==> config.mk <==
export PLATFORM = sky130hd
export DESIGN_NAME = nn_load_scheduler_flat
export DESIGN_NICKNAME = d
export VERILOG_FILES = /design/src/rtl/nn_load_scheduler_if.sv /design/src/rtl/nn_load_scheduler.sv /design/src/flat_wrapper.sv
export SDC_FILE = /design/constraint.sdc
export NUM_CORES = 1
export LEC_CHECK = 0
export BUFFER_PORTS_ARGS = -buffer_cell sky130_fd_sc_hd__buf_2
export CAP_MARGIN = 20
export CORE_AREA = 2 2 107 109
export DETAILED_ROUTE_END_ITERATION = 16
export DIE_AREA = 0 0 109 111
export PLACE_DENSITY = 0.87
export SLEW_MARGIN = 10
export SYNTH_ARGS = -nofsm -noshare
export SYNTH_HDL_FRONTEND = slang
export SYNTH_SLANG_ARGS = --single-unit
==> constraint.sdc <==
create_clock -name clk -period 2.8 [get_ports clk]
set_clock_uncertainty 0.1 [all_clocks]
set_input_delay 0.14 -clock clk [delete_from_list [all_inputs] [get_ports clk]]
set_output_delay 0.14 -clock clk [all_outputs]
set_load 0.005 [all_outputs]
==> src/rtl/nn_load_scheduler_if.sv <==
// Stream and SRAM write-port bundle between the job scheduler and its neighbours:
// pixel and weight-2 valid/ready streams in, registered SRAM write strobes/data out.
interface nn_load_scheduler_if #(
    parameter int PIX_W = 90,
    parameter int W2_DW = 16,
    parameter int W2_AW = 4
);
    logic             pix_valid;
    logic             pix_ready;
    logic [PIX_W-1:0] pix_data;

    logic             w2_valid;
    logic             w2_ready;
    logic [W2_DW-1:0] w2_data;

    logic             inputSramWe;
    logic [PIX_W-1:0] pixels;
    logic             w2SramWeOffChip;
    logic [W2_DW-1:0] weight2;
    logic [W2_AW-1:0] weight2AddrOffChip;

    modport master (
        output pix_valid, pix_data, w2_valid, w2_data,
        input  pix_ready, w2_ready,
        input  inputSramWe, pixels, w2SramWeOffChip, weight2, weight2AddrOffChip
    );

    modport slave (
        input  pix_valid, pix_data, w2_valid, w2_data,
        output pix_ready, w2_ready,
        output inputSramWe, pixels, w2SramWeOffChip, weight2, weight2AddrOffChip
    );
endinterface

==> src/rtl/nn_load_scheduler.sv <==
// Job sequencer: loads one pixel word and (unless reused) a full weight-2 set, then
// releases the layer controller and waits for compute_done under a watchdog.
module nn_load_scheduler #(
    parameter int W2_DEPTH    = 16,
    parameter int W2_AW       = 4,
    parameter int W2_DW       = 16,
    parameter int PIX_W       = 90,
    parameter int RUN_TIMEOUT = 1024
) (
    input  logic               clk,
    input  logic               reset,
    input  logic               start,
    input  logic               reuse_w2,
    input  logic               abort,
    input  logic               compute_done,
    nn_load_scheduler_if.slave bus,
    output logic               core_reset,
    output logic               busy,
    output logic               done,
    output logic               err
);
    localparam int WD_W = $clog2(RUN_TIMEOUT + 1);
    localparam logic [W2_AW-1:0] ADDR_LAST = W2_AW'(W2_DEPTH - 1);
    localparam logic [WD_W-1:0]  WD_LAST   = WD_W'(RUN_TIMEOUT - 1);

    typedef enum logic [2:0] {IDLE, LOAD_PIX, LOAD_W2, SETTLE, RUN} state_t;

    state_t             state_q, state_d;
    logic               reuse_q, reuse_d;
    logic               w2_loaded_q, w2_loaded_d;
    logic [W2_AW-1:0]   addr_q, addr_d;
    logic [WD_W-1:0]    wdog_q, wdog_d;
    logic               pix_we_q, pix_we_d;
    logic [PIX_W-1:0]   pixels_q, pixels_d;
    logic               w2_we_q, w2_we_d;
    logic [W2_DW-1:0]   weight2_q, weight2_d;
    logic [W2_AW-1:0]   w2_addr_q, w2_addr_d;
    logic               core_reset_q, core_reset_d;
    logic               done_q, done_d;
    logic               err_q, err_d;

    logic pix_fire;
    logic w2_fire;

    assign bus.pix_ready = (state_q == LOAD_PIX);
    assign bus.w2_ready  = (state_q == LOAD_W2);
    assign pix_fire      = bus.pix_valid && (state_q == LOAD_PIX);
    assign w2_fire       = bus.w2_valid && (state_q == LOAD_W2);

    always_comb begin
        state_d     = state_q;
        reuse_d     = reuse_q;
        w2_loaded_d = w2_loaded_q;
        addr_d      = addr_q;
        wdog_d      = wdog_q;
        pix_we_d    = 1'b0;
        pixels_d    = pixels_q;
        w2_we_d     = 1'b0;
        weight2_d   = weight2_q;
        w2_addr_d   = w2_addr_q;
        done_d      = 1'b0;
        err_d       = 1'b0;

        case (state_q)
            IDLE: begin
                wdog_d = '0;
                if (start && !abort) begin
                    state_d = LOAD_PIX;
                    reuse_d = reuse_w2;
                end
            end
            LOAD_PIX: begin
                if (pix_fire) begin
                    pix_we_d = 1'b1;
                    pixels_d = bus.pix_data;
                    addr_d   = '0;
                    state_d  = (reuse_q && w2_loaded_q) ? SETTLE : LOAD_W2;
                end
            end
            LOAD_W2: begin
                if (w2_fire) begin
                    w2_we_d   = 1'b1;
                    weight2_d = bus.w2_data;
                    w2_addr_d = addr_q;
                    if (addr_q == ADDR_LAST) begin
                        addr_d      = '0;
                        w2_loaded_d = 1'b1;
                        state_d     = SETTLE;
                    end else begin
                        addr_d = addr_q + W2_AW'(1);
                    end
                end
            end
            SETTLE: begin
                wdog_d  = '0;
                state_d = RUN;
            end
            RUN: begin
                // compute_done is checked first so it wins a tie with expiry
                if (compute_done) begin
                    done_d  = 1'b1;
                    state_d = IDLE;
                end else if (wdog_q == WD_LAST) begin
                    err_d   = 1'b1;
                    state_d = IDLE;
                end else begin
                    wdog_d = wdog_q + WD_W'(1);
                end
            end
            default: state_d = IDLE;
        endcase

        // Abort kills any write still in flight so nothing lands after it
        if (abort && (state_q != IDLE)) begin
            state_d  = IDLE;
            pix_we_d = 1'b0;
            w2_we_d  = 1'b0;
            done_d   = 1'b0;
            err_d    = 1'b0;
            addr_d   = '0;
            wdog_d   = '0;
            if (state_q == LOAD_W2) begin
                w2_loaded_d = 1'b0;
            end
        end

        core_reset_d = (state_d != RUN);
    end

    always_ff @(posedge clk or negedge reset) begin
        if (!reset) begin
            state_q      <= IDLE;
            reuse_q      <= 1'b0;
            w2_loaded_q  <= 1'b0;
            addr_q       <= '0;
            wdog_q       <= '0;
            pix_we_q     <= 1'b0;
            pixels_q     <= '0;
            w2_we_q      <= 1'b0;
            weight2_q    <= '0;
            w2_addr_q    <= '0;
            core_reset_q <= 1'b1;
            done_q       <= 1'b0;
            err_q        <= 1'b0;
        end else begin
            state_q      <= state_d;
            reuse_q      <= reuse_d;
            w2_loaded_q  <= w2_loaded_d;
            addr_q       <= addr_d;
            wdog_q       <= wdog_d;
            pix_we_q     <= pix_we_d;
            pixels_q     <= pixels_d;
            w2_we_q      <= w2_we_d;
            weight2_q    <= weight2_d;
            w2_addr_q    <= w2_addr_d;
            core_reset_q <= core_reset_d;
            done_q       <= done_d;
            err_q        <= err_d;
        end
    end

    assign bus.inputSramWe        = pix_we_q;
    assign bus.pixels             = pixels_q;
    assign bus.w2SramWeOffChip    = w2_we_q;
    assign bus.weight2            = weight2_q;
    assign bus.weight2AddrOffChip = w2_addr_q;
    assign core_reset             = core_reset_q;
    assign busy                   = (state_q != IDLE);
    assign done                   = done_q;
    assign err                    = err_q;
endmodule

==> src/flat_wrapper.sv <==
// flat-port wrapper written by rule: the top's interface ports become plain ports
module nn_load_scheduler_flat 
#(
    parameter int W2_DEPTH    = 16,
    parameter int W2_AW       = 4,
    parameter int W2_DW       = 16,
    parameter int PIX_W       = 90,
    parameter int RUN_TIMEOUT = 1024
)
  (clk, reset, start, reuse_w2, abort, compute_done, core_reset, busy, done, err, bus_pix_valid, bus_pix_data, bus_w2_valid, bus_w2_data, bus_pix_ready, bus_w2_ready, bus_inputSramWe, bus_pixels, bus_w2SramWeOffChip, bus_weight2, bus_weight2AddrOffChip);
  nn_load_scheduler_if #(.PIX_W(PIX_W), .W2_DW(W2_DW), .W2_AW(W2_AW)) bus_i ();
  input  logic clk;
  input  logic reset;
  input  logic start;
  input  logic reuse_w2;
  input  logic abort;
  input  logic compute_done;
  output logic core_reset;
  output logic busy;
  output logic done;
  output logic err;
  input wire logic [$bits(bus_i.pix_valid)-1:0] bus_pix_valid;
  input wire logic [$bits(bus_i.pix_data)-1:0] bus_pix_data;
  input wire logic [$bits(bus_i.w2_valid)-1:0] bus_w2_valid;
  input wire logic [$bits(bus_i.w2_data)-1:0] bus_w2_data;
  output wire logic [$bits(bus_i.pix_ready)-1:0] bus_pix_ready;
  output wire logic [$bits(bus_i.w2_ready)-1:0] bus_w2_ready;
  output wire logic [$bits(bus_i.inputSramWe)-1:0] bus_inputSramWe;
  output wire logic [$bits(bus_i.pixels)-1:0] bus_pixels;
  output wire logic [$bits(bus_i.w2SramWeOffChip)-1:0] bus_w2SramWeOffChip;
  output wire logic [$bits(bus_i.weight2)-1:0] bus_weight2;
  output wire logic [$bits(bus_i.weight2AddrOffChip)-1:0] bus_weight2AddrOffChip;
  assign bus_i.pix_valid = bus_pix_valid;
  assign bus_i.pix_data = bus_pix_data;
  assign bus_i.w2_valid = bus_w2_valid;
  assign bus_i.w2_data = bus_w2_data;
  assign bus_pix_ready = bus_i.pix_ready;
  assign bus_w2_ready = bus_i.w2_ready;
  assign bus_inputSramWe = bus_i.inputSramWe;
  assign bus_pixels = bus_i.pixels;
  assign bus_w2SramWeOffChip = bus_i.w2SramWeOffChip;
  assign bus_weight2 = bus_i.weight2;
  assign bus_weight2AddrOffChip = bus_i.weight2AddrOffChip;
  nn_load_scheduler #(.W2_DEPTH(W2_DEPTH), .W2_AW(W2_AW), .W2_DW(W2_DW), .PIX_W(PIX_W), .RUN_TIMEOUT(RUN_TIMEOUT)) u_core (.clk(clk), .reset(reset), .start(start), .reuse_w2(reuse_w2), .abort(abort), .compute_done(compute_done), .bus(bus_i), .core_reset(core_reset), .busy(busy), .done(done), .err(err));
endmodule
Word level (Yosys, flattened, before mapping)
Index checks and enable logic that the tools add are counted.
Operators by class
  add/sub/neg operators: 2
  eq/ne operators: 11
  muxes and demuxes: 36
  reduce and logical (&&, ||, !) cells: 16
Operator list (number)
  two-way mux 11 bit: 3
  one-hot mux 11 bit (2 select lines): 1
  two-way mux 3 bit: 7
  two-way mux 1 bit: 19
  two-way mux 4 bit: 4
  one-hot mux 3 bit (5 select lines): 1
  adder 11 x 1 -> 11 bit (second input constant): 1
  equality test 11 x 10 -> 1 bit (second input constant): 1
  nonzero test 3 bit: 3
  one-hot mux 4 bit (2 select lines): 1
  equality test 3 x 2 -> 1 bit (second input constant): 2
  inequality test 3 x 1 -> 1 bit (second input constant): 2
  inequality test 3 bit (second input constant): 2
  AND reduction 2 bit: 3
  AND reduction 3 bit: 2
  logical AND 1 bit: 5
  adder 4 x 1 -> 4 bit (second input constant): 1
  equality test 4 bit (second input constant): 1
  equality test 3 x 1 -> 1 bit (second input constant): 1
  equality test 3 bit (second input constant): 1
  zero test 3 bit: 1
  inequality test 3 x 2 -> 1 bit (second input constant): 1
  OR reduction 2 bit: 1
  zero test 1 bit: 1
Word-level totals
  register bits after elaboration: 135
  input port bits: 114
  output and inout port bits: 118
  logic and storage cells: 78

Logic depth before layout (Yosys ltp)
  word-level depth: 6
  gate-level depth with buffers: 6

Worst setup path before layout
OpenSTA, ideal clock, no wires.
  kind: register to register
  start point: register u_core.wdog_q[0]
  end point: register u_core.wdog_q[8]
  arrival: 1598 ps
  setup slack: 974 ps
  stages on the path, launching flop included: 6
  buffers on the path: 0
  path through: dfrtp_1 > ha_1 > nand3_1 > or4_4 > a41oi_1 > a21oi_1
On the way
  word-level cells in the longest chain between the ends: 5
  elaborated cells between the ends (all ways): 8
  those cells by class: 1 x add/sub; 2 x eq/ne; 4 x mux; 1 x reduce/logical
RTL lines
  from (decl): line nn_load_scheduler.sv:32  | logic [WD_W-1:0] wdog_q, wdog_d;
  from (signal assigned): line nn_load_scheduler.sv:150  | wdog_q <= wdog_d;
  adder 11 x 1 -> 11 bit: line nn_load_scheduler.sv:107  | wdog_d = wdog_q + WD_W'(1);
  two-way mux 11 bit: line nn_load_scheduler.sv:103  | end else if (wdog_q == WD_LAST) begin
  two-way mux 11 bit: line nn_load_scheduler.sv:100  | if (compute_done) begin
  one-hot mux 11 bit (2 select lines): line nn_load_scheduler.sv:64  | case (state_q)
  two-way mux 11 bit: line nn_load_scheduler.sv:114  | if (abort && (state_q != IDLE)) begin
Several ways; a longest one is shown, not always the timed one. The select of a mux whose other input is x is not followed.
A chain may end at the register's enable or synchronous reset.

Final worst setup path
  start point: register u_core.state_q[0]
  end point: register u_core.wdog_q[6]
On the way
  word-level cells in the longest chain between the ends: 4
  elaborated cells between the ends (all ways): 12
  those cells by class: 4 x eq/ne; 2 x mux; 6 x reduce/logical
RTL lines
  from (decl): line nn_load_scheduler.sv:28  | state_t state_q, state_d;
  from (signal assigned): line nn_load_scheduler.sv:146  | state_q <= state_d;
  equality test 3 x 2 -> 1 bit, or another cell as far along: line nn_load_scheduler.sv:64
  OR reduction 2 bit (no source line) / logical AND 1 bit (equally long branches)
  one-hot mux 11 bit (2 select lines), or another cell as far along: line nn_load_scheduler.sv:64
  two-way mux 11 bit / AND reduction 3 bit (equally long branches)
Several ways; a longest one is shown, not always the timed one.

==> results_dict.tcl <==
set metrics [dict create \
    status "finished, final reports clean" \
    grt_pass1_vias 5146 \
    antenna_violating_nets_left 0 \
    synthSimpleGateAreaFrac 0.0685 \
    powerDensity_mw_per_mm2 769 \
    synth_cells 375 \
    min_path_type "input pin to register" \
    die-area_mm2 0.0121 \
    cts_made_buffers 17 \
    whs_endpoint "u_core.state_q[0]$_DFF_PN0_" \
    clk_pin_slew_worst_paths_ps 60 \
    post-route-drc-count 0 \
    path_class "register to register" \
    core_area_mm2 0.0111 \
    timing.rr.end "u_core.wdog_q[6]$_DFFE_PN0P_" \
    grt_start_max_net_pins 73 \
    async_flop_share 1.00 \
    mappedNetlistArea_mm2 0.00544 \
    placement_rows 39 \
    cp-end-kind "register" \
    timing_max_transition_violations_final 0 \
    grt_pass1_wl_mm 25.2 \
    routabilityCongestion 1.01 \
    hold_path_origin "start" \
    route.detailed.vias_per_inst 5.20 \
    min_path_cells 3 \
    post_placement_cell_count 737 \
    clkLatencyLatePin_ps 410 \
    fin_total_pwr_mw 6.59 \
    die_w_um 109 \
    final_routed_wire_length_divided_by_cell_count_um 17.9 \
    timing.critical_path.fanout_max 13 \
    grt_antenna_before_repair 1 \
    synth_enable_flop_cells 0 \
    layout-drive-gt1-share 0.528 \
    die_h_um 111 \
    route.vias.total 4594 \
    rsz_0062_raised_after_global_routing "false" \
    beginning_of_the_worst_register_to_register_path "u_core.state_q[0]$_DFF_PN0_" \
    post_route_worst_hold_slack_ps 13.1 \
    vdd.ir_drop.worst_uv 612 \
    fin_setup_tns_ps 0 \
    cp_data_arrival_time_ps 2390 \
    max-slew-margin-rel 0.393 \
    final.period_utilization 0.784 \
    timing.fmax_ghz 0.456 \
    drt-pass1-iter-count 4 \
    portBuffers 231 \
    cp_data_required_time_ps 3000 \
    area_growth_syn_to_layout_pct 57.3 \
    clock_sinks 135 \
    postRouteWirelength_mm 15.8 \
    root_buffer "clkbuf_16" \
    worst-slew-pin-transition_ps 911 \
    clock_tree.htree_level_count 4 \
    yosysSeqAreaShare 0.621 \
    cellLeakagePower_nw 4.09 \
    mappedNetlistNets 491 \
    period_needed_ps 2190 \
    clock_tree_from_tritoncts "done" \
    ys_ff_latch 135 \
    cts_buffer_depth 2 \
    cts_resized 0 \
    synthFlopType "dfrtp_1" \
    ff2ff_setup_slack_ps 610 \
    worst-r2r-cell-count 4 \
    nets 842 \
    finalHoldViolations 0 \
    cp_launch_type "register" \
    setup-violations-final 0 \
    synth.yosys.warnings 0 \
    synthesis.area_per_instance_um2 14.5 \
    floorplan.io_pins 232 \
    synth_top_family_by_area "multiplexers" \
    synth-compound-area-share 0.0602 \
    num-fill-cells 603 \
    drt_iter0_markers 192 \
    synth.distinct_cells 47 \
    post_synth_mux_area_share 0.230 \
    yosys.area_share.adder 0.00460 \
    detailed_place_hpwl_mm 9.47 \
    maxCapViolations 0 \
    fin_cells 883 \
    gr-usage-all-layers 0.275 \
    grt_remaining_overflow 0 \
    floorplan.initialDensity 0.491 \
    synth_xor_area_frac 0 \
]
## power by group
group | leakage [nW] | internal, mW | switching, mW
logic | 2.12 | 0.892 | 0.581
clock network | 0.310 | 1.54 | 0.833
registers | 1.66 | 2.46 | 0.287
## synthesized netlist by cell type (all sizes together), types with 3 or more instances
cell type | instances | share of area
dfrtp | 134 | 0.62
mux2 | 111 | 0.23
buf | 14 | 0.013
nand2 | 13 | 0.0090
a21oi | 10 | 0.0092
nor2 | 10 | 0.0078
o21ai | 7 | 0.0064
a31oi | 6 | 0.0069
nand3 | 5 | 0.0046
clkbuf | 4 | 0.0028
nand4 | 4 | 0.0046
a21boi | 3 | 0.0041
and2 | 3 | 0.0034
and3 | 3 | 0.0034
nand3b | 3 | 0.0041
o21a | 3 | 0.0041
o31ai | 3 | 0.0041
or3 | 3 | 0.0034
## area by class of cell
class,count,area (µm²),area share
clock buffers,20,457,0.0533
flip-flops and latches,135,3380,0.395
multi-input cells,221,1990,0.233
diodes,1,2.50,0.000292
inverters,1,3.75,0.000438
well taps,143,179,0.0209
repair buffers,350,2370,0.277
clock inverters,12,174,0.0203
## flip-flops by register name (all words and copies together), names as in the netlist, 3 cells and up
register,flops
u_core.bus.pixels,90
u_core.wdog_q,11
u_core.addr_q,4
u_core.bus.weight2AddrOffChip,4
u_core.bus.weight2,16
u_core.state_q,3
## timing repair
| action | 4_1_cts | 5_1_grt |
|---|---|---|
| hold buffers | 113 | 0 |
| setup endpoints to repair | 0 | 0 |
| buffers inserted | 0 | 0 |
| endpoints found under the hold margin | 182 | 0 |
## logic make-up (layout without fill, tap and decap cells)
logic type      Yosys count  after routing
flops                   135            135
compound gates           48             48
simple gates             60             60
mux                     111            111
other cells               0              1
fa+ha+maj                 2              2
buf+inv                  19            383
## worst max-delay path by stage
stage | startpoint | end | slack, ps
finish | u_core.state_q[0]$_DFF_PN0_ | u_core.wdog_q[6]$_DFFE_PN0P_ | 610
global route | u_core.state_q[2]$_DFF_PN0_ | u_core.wdog_q[6]$_DFFE_PN0P_ | 440
CTS | u_core.state_q[2]$_DFF_PN0_ | u_core.bus.pixels[40]$_DFFE_PN0P_ | 640
detailed placement | u_core.state_q[2]$_DFF_PN0_ | u_core.bus.pixels[40]$_DFFE_PN0P_ | 660
global placement | u_core.state_q[2]$_DFF_PN0_ | u_core.addr_q[2]$_DFFE_PN0P_ | 700
floorplan | u_core.wdog_q[0]$_DFFE_PN0P_ | u_core.wdog_q[8]$_DFFE_PN0P_ | 970
## through the flow
step / setup WS, ps / utilization / cell area [µm²]
after global placement: 699 / 0.614 / 6800
after floorplan: 974 / - / 5440
final: 606 / 0.773 / 8560
after global routing: 436 / 0.773 / 8560
after detailed placement: 659 / 0.614 / 6800
after CTS: 643 / 0.773 / 8560
## worst max-delay path: stages, from the launching register on
cell and delay [ps]:
dfrtp_1 510, or4b_1 780, nor2_2 270, nand3_1 130, o21ai_0 270
## cell usage in the layout, fill, tap and decap left out, drive strengths merged, types with 3 or more instances in the layout
| cell type | instances |
|---|---|
| buf | 237 |
| dfrtp | 134 |
| dlygate4sd3 | 113 |
| mux2 | 111 |
| clkbuf | 20 |
| nand2 | 13 |
| a21oi | 10 |
| nor2 | 10 |
| o21ai | 7 |
| a31oi | 6 |
| clkinv | 6 |
| nand3 | 5 |
| nand4 | 4 |
| bufinv | 4 |
| and3 | 3 |
| a21boi | 3 |
| nand3b | 3 |
| or3 | 3 |
| and2 | 3 |
| o31ai | 3 |
| o21a | 3 |
## metal layers
layer / wire (µm) / track usage / part of all wire / vias to the layer above
met5: 0 / 0 / 0 / -
met4: 668 / 0.150 / 0.042 / 0
met3: 944 / 0.0747 / 0.060 / 60
met2: 8530 / 0.484 / 0.54 / 207
met1: 5660 / 0.291 / 0.36 / 2245
li1: - / - / - / 2082
No activity file was read; power rests on OpenSTA's default activity.
